File: config.mk
export PLATFORM = sky130hd
export DESIGN_NAME = l2_maint_seq
export DESIGN_NICKNAME = d
export VERILOG_FILES = /design/src/rtl/l2_maint_seq.sv
export SDC_FILE = /design/constraint.sdc
export NUM_CORES = 1
export LEC_CHECK = 0
export CAP_MARGIN = 20
export CORE_AREA = 2 2 45 68
export DETAILED_ROUTE_END_ITERATION = 8
export DIE_AREA = 0 0 47 70
export GPL_ROUTABILITY_DRIVEN = 0
export GPL_TIMING_DRIVEN = 0
export PLACE_DENSITY = 0.76
export SLEW_MARGIN = 0
export SYNTH_ARGS = -nofsm -noshare
export SYNTH_HDL_FRONTEND = slang
export SYNTH_SLANG_ARGS = --single-unit
File: constraint.sdc
create_clock -name clk_i -period 2.3 [get_ports clk_i]
set_input_delay 0.46 -clock clk_i [delete_from_list [all_inputs] [get_ports clk_i]]
set_output_delay 0.46 -clock clk_i [all_outputs]
set_load 0.02 [all_outputs]
File: src/rtl/l2_maint_seq.sv
`default_nettype none
// ============================================================================
// Module   : l2_maint_seq
// Brief    : Serialises L2 invalidate requests. Each round fences the merged
//            bus, drains outstanding reads, waits for the write-through buffer
//            to empty, pulses invalidate, settles, then acks the requesters.
// Revision : 1.0 - initial release
// ============================================================================
module l2_maint_seq #(
    parameter int N_REQ       = 2,
    parameter int DATA_W      = 32,
    parameter int OUTST_W     = 3,
    parameter int SETTLE_CYC  = 2,
    parameter int TIMEOUT_CYC = 1024
) (
    input  logic                  clk_i,
    input  logic                  cke_i,
    input  logic                  arst_i,
    input  logic [N_REQ-1:0]      inv_req_i,
    output logic [N_REQ-1:0]      inv_ack_o,
    input  logic                  m_avalid_i,
    input  logic [DATA_W/8-1:0]   m_wstrb_i,
    output logic                  m_ready_o,
    output logic                  s_avalid_o,
    input  logic                  s_ready_i,
    input  logic                  s_rvalid_i,
    input  logic                  wtb_empty_i,
    output logic                  invalidate_o,
    output logic                  busy_o,
    output logic                  timeout_o
);

    localparam int c_SET_W = (SETTLE_CYC > 1) ? $clog2(SETTLE_CYC) : 1;
    localparam int c_TO_W  = $clog2(TIMEOUT_CYC + 1);

    localparam logic [OUTST_W-1:0] c_OUTST_MAX = {OUTST_W{1'b1}};
    localparam logic [c_SET_W-1:0] c_SET_LAST  = c_SET_W'(SETTLE_CYC - 1);
    localparam logic [c_TO_W-1:0]  c_TO_MAX    = c_TO_W'(TIMEOUT_CYC);
    localparam logic [c_TO_W-1:0]  c_TO_LAST   = c_TO_W'(TIMEOUT_CYC - 1);

    localparam logic [2:0] c_ST_IDLE   = 3'd0;
    localparam logic [2:0] c_ST_DRAIN  = 3'd1;
    localparam logic [2:0] c_ST_WTB    = 3'd2;
    localparam logic [2:0] c_ST_INV    = 3'd3;
    localparam logic [2:0] c_ST_SETTLE = 3'd4;
    localparam logic [2:0] c_ST_ACK    = 3'd5;

    logic [2:0]         r_state,   w_state_nxt;
    logic [N_REQ-1:0]   r_snap,    w_snap_nxt;
    logic [c_SET_W-1:0] r_settle,  w_settle_nxt;
    logic [c_TO_W-1:0]  r_to_cnt,  w_to_cnt_nxt;
    logic               r_timeout, w_timeout_nxt;
    logic [OUTST_W-1:0] r_outst;

    logic w_idle;
    logic w_is_rd;
    logic w_rd_block;
    logic w_inc;
    logic w_dec;

    // Bus is only open in IDLE; a read is also held off when the counter is full.
    assign w_idle     = (r_state == c_ST_IDLE);
    assign w_is_rd    = (m_wstrb_i == '0);
    assign w_rd_block = w_is_rd & (r_outst == c_OUTST_MAX);
    assign s_avalid_o = w_idle & m_avalid_i & ~w_rd_block;
    assign m_ready_o  = w_idle & s_ready_i & ~w_rd_block;

    assign w_inc = s_avalid_o & s_ready_i & w_is_rd;
    assign w_dec = s_rvalid_i & (r_outst != '0);

    always_ff @(posedge clk_i) begin
        if (arst_i) begin
            r_outst <= '0;
        end else if (cke_i) begin
            case ({w_inc, w_dec})
                2'b10:   r_outst <= r_outst + 1'b1;
                2'b01:   r_outst <= r_outst - 1'b1;
                default: r_outst <= r_outst;
            endcase
        end
    end

    always_ff @(posedge clk_i) begin
        if (arst_i) begin
            r_state   <= c_ST_IDLE;
            r_snap    <= '0;
            r_settle  <= '0;
            r_to_cnt  <= '0;
            r_timeout <= 1'b0;
        end else if (cke_i) begin
            r_state   <= w_state_nxt;
            r_snap    <= w_snap_nxt;
            r_settle  <= w_settle_nxt;
            r_to_cnt  <= w_to_cnt_nxt;
            r_timeout <= w_timeout_nxt;
        end
    end

    always_comb begin
        w_state_nxt   = r_state;
        w_snap_nxt    = r_snap;
        w_settle_nxt  = r_settle;
        w_to_cnt_nxt  = r_to_cnt;
        w_timeout_nxt = r_timeout;

        // Wait timer saturates; the flag is sticky and never aborts the round.
        if ((r_state == c_ST_DRAIN) || (r_state == c_ST_WTB)) begin
            if (r_to_cnt != c_TO_MAX) begin
                w_to_cnt_nxt = r_to_cnt + 1'b1;
            end
            if (r_to_cnt == c_TO_LAST) begin
                w_timeout_nxt = 1'b1;
            end
        end

        case (r_state)
            c_ST_IDLE: begin
                w_to_cnt_nxt = '0;
                if (|inv_req_i) begin
                    w_snap_nxt  = inv_req_i;
                    w_state_nxt = c_ST_DRAIN;
                end
            end
            c_ST_DRAIN: begin
                if (r_outst == '0) begin
                    w_state_nxt = c_ST_WTB;
                end
            end
            c_ST_WTB: begin
                if (wtb_empty_i) begin
                    w_state_nxt = c_ST_INV;
                end
            end
            c_ST_INV: begin
                w_settle_nxt = '0;
                w_state_nxt  = c_ST_SETTLE;
            end
            c_ST_SETTLE: begin
                if (r_settle == c_SET_LAST) begin
                    w_state_nxt = c_ST_ACK;
                end else begin
                    w_settle_nxt = r_settle + 1'b1;
                end
            end
            c_ST_ACK: begin
                w_snap_nxt  = '0;
                w_state_nxt = c_ST_IDLE;
            end
            default: begin
                w_state_nxt = c_ST_IDLE;
            end
        endcase
    end

    // Pulses are masked while the clock enable is low and reappear once it returns.
    assign invalidate_o = cke_i & (r_state == c_ST_INV);
    assign inv_ack_o    = (cke_i && (r_state == c_ST_ACK)) ? r_snap : '0;
    assign busy_o       = ~w_idle;
    assign timeout_o    = r_timeout;

endmodule
`default_nettype wire

==> flow_summary.json <==
{
  "synth_nets": 187,
  "die_h_um": 70,
  "cp_data_required_time_ns": 1.84,
  "grt.busiest_layer": "met2",
  "crit_cells": 5,
  "cap_violations": 0,
  "use_met2": 0.454,
  "status": "finished clean",
  "p_seq_frac": 0.471,
  "grt_usage": 0.249,
  "cp_num_buf_inv": 2,
  "cts_root_buf": "clkbuf_8",
  "min_period_ns": 2.25,
  "drtIter0Drc": 62,
  "rows": 24,
  "grt_setup_unrepaired": "no",
  "fin_skew_ns": 0.00445,
  "synth_cells": 170,
  "nets": 211,
  "numClockSinks": 21,
  "fillerInstances": 253,
  "crit_slowest_cell": "or4_4",
  "hold_viol": 0,
  "numCtsBuffers": 3,
  "placedCellCount": 227,
  "layout-drive-gt1-share": 0.166,
  "ff2ff_path_depth": 11,
  "total_power_uw": 806,
  "crit_family": "simple AND/OR/NAND/NOR gates",
  "tightest_slew_ns": 0.536,
  "crit_type": "in2out",
  "worstHoldPathType": "reg2reg",
  "grt_max_degree": 12,
  "p_sw_uw": 236,
  "syn_area_sq_um": 1390,
  "synthFlopType": "dfxtp_1",
  "cp_max_fo": 2,
  "clk_pin_slew_ns": 0.07,
  "critical_path_arrival_ns": 1.79,
  "relSlewSlack": 0.640,
  "overflow": 0,
  "ys_ff_latch": 21,
  "start_util": 0.504,
  "p_comb_frac": 0.220,
  "ys_types": 54,
  "grtUsageMet3": 0.0336,
  "avgSynthCellArea_sq_um": 8.18,
  "synth_edf_count": 0,
  "drt-total-wl_um": 3670,
  "setup_viol": 0,
  "io_buffer_count": 18,
  "clock_latency_ns": 0.27,
  "p_per_area_nw_per_um2": 482,
  "die_width_um": 47,
  "p_int_uw": 570,
  "hpwl_um": 2720,
  "io-pin-count": 20,
  "multi_input_area_sq_um": 888,
  "min_path_cells": 2,
  "timing.final.ws_setup_ns": 0.0499,
  "first_global_vias": 1441,
  "ir_drop_uv": 340,
  "stdcell_count": 232,
  "grt_pass1_wl_um": 6150,
  "core_area_sq_um": 2760,
  "cts_max_level": 1,
  "ff_latch_area_sq_um": 420,
  "slowest_delay_ns": 0.51,
  "drtAntennaViolNets": 0,
  "antenna_found_initial": 0,
  "postLayoutCoreUtil": 0.606,
  "diodes": 0,
  "finalMaxSlewViolations": 0,
  "use_met1": 0.262,
  "post_drt_wl_per_cell_um": 15.8,
  "timing.hold.ws_ns": 0.492,
  "max_freq_mhz": 444,
  "area_growth_pct": 20.3,
  "critPathLaunchType": "primary input",
  "async_flop_share": 0,
  "synth-seq-area-share": 0.302,
  "path_cells": "clkdlybuf4s15_1, or4_4, or3_1, and3_1, buf_6",
  "drt-pass1-iter-count": 4,
  "p_clk_frac": 0.308,
  "vias": 1424,
  "viasPerCell": 6.14,
  "yosysWarnings": 0,
  "placed_area_sq_um": 1620,
  "drc_errors": 0,
  "clock_path_buffers": 2,
  "cts_tree": "done",
  "finalCritPeriodShare": 0.978,
  "tns_ns": 0,
  "p_sw_frac": 0.293,
  "fin_area_sq_um": 1670,
  "dieArea_sq_um": 3290,
  "total_leakage_power_nw": 0.576,
  "end_kind": "output pin",
  "place_worst_setup_slack_ns": -0.650
}
==> cells in the final DEF (no fill, tap or decap), types with 6 or more instances in the layout <==
| cell type | count |
|---|---|
| a21oi_1 | 7 |
| clkdlybuf4s50_1 | 9 |
| dfxtp_1 | 21 |
| inv_1 | 8 |
| nand2_1 | 14 |
| nand3_1 | 8 |
| nand4_1 | 7 |
| nor2_1 | 16 |
| nor3_1 | 6 |
| o21ai_1 | 6 |
==> worst register-to-register path, cell delays in order, from the launching register on <==
cell	delay [ns]
dfxtp_1	0.31
buf_2	0.17
nor3_4	0.06
buf_4	0.17
nand4_1	0.11
ha_1	0.19
inv_1	0.06
fa_1	0.37
xnor2_1	0.14
nand2_1	0.08
xor2_1	0.15
nor2_1	0.06
==> power groups by stage <==
| stage | Combinational [mW] | Clock, mW | Sequential (mW) |
|---|---|---|---|
| final | 0.178 | 0.249 | 0.380 |
| after global routing | 0.194 | 0.261 | 0.381 |
| after CTS | 0.175 | 0.250 | 0.380 |
| after global placement | 0.165 | 0 | 0.388 |
| after detailed placement | 0.169 | 0 | 0.389 |
| after floorplan | 0.111 | 0 | 0.386 |
==> synthesized netlist by cell type (all sizes together) (4+ instances only) <==
master	instances	area [sq um]
a31oi	4	25.0
nand2	15	58.8
and3	4	25.0
a21oi	8	43.8
nand4	7	43.8
dfxtp	21	420
o21ai	8	40.0
buf	8	47.5
nor3	8	56.3
inv	10	37.5
nor2	16	60.1
nand3	8	40.0
==> metal layers <==
| layer | vias up | share of wire |
|---|---|---|
| met5 | - | 0 |
| met4 | 0 | 0.031 |
| met3 | 15 | 0.045 |
| met2 | 60 | 0.56 |
| met1 | 673 | 0.36 |
| li1 | 676 | - |
==> cell type report <==
type                    count  area share
well taps                  39      0.0291
inverters                  10      0.0224
flip-flops and latches     21       0.251
repair buffers             19       0.108
multi-input cells         130       0.531
clock buffers               4      0.0269
plain buffers               9      0.0321
==> state kept, by name (all words and copies together), names as in the netlist <==
register   count
r_outst        3
timeout_o      1
r_state        3
r_snap         2
r_to_cnt      11
r_settle       1
==> repair_timing <==
item / in CTS / in global routing
pin swaps: 5 / 2
buffers inserted: 1 / 0
gates cloned: 0 / 0
hold buffers: 0 / 0
setup endpoints to repair: 9 / 4
endpoints found under the hold margin: 0 / 0
gates resized for setup: 22 / 4
==> cells by family after synthesis <==
family                   count (synthesis)  synth area share
XOR/XNOR                                 4            0.0252
flip-flops                              21             0.302
buffers and inverters                   19            0.0638
AO/OA/AOI/OAI                           41             0.228
adder cells (fa/ha/maj)                  5            0.0495
AND/OR/NAND/NOR                         80             0.331
==> worst paths after layout <==
check / startpoint / end / slack, ns
max: m_wstrb_i[1] / s_avalid_o / 0.05
min: timeout_o$_SDFFE_PP0P_ / timeout_o$_SDFFE_PP0P_ / 0.49
max reg2reg: r_state[0]$_SDFFE_PP0P_ / r_outst[2]$_SDFFE_PP0P_ / 0.31
min reg2reg: timeout_o$_SDFFE_PP0P_ / timeout_o$_SDFFE_PP0P_ / 0.49
No activity file was read; power rests on OpenSTA's default activity.
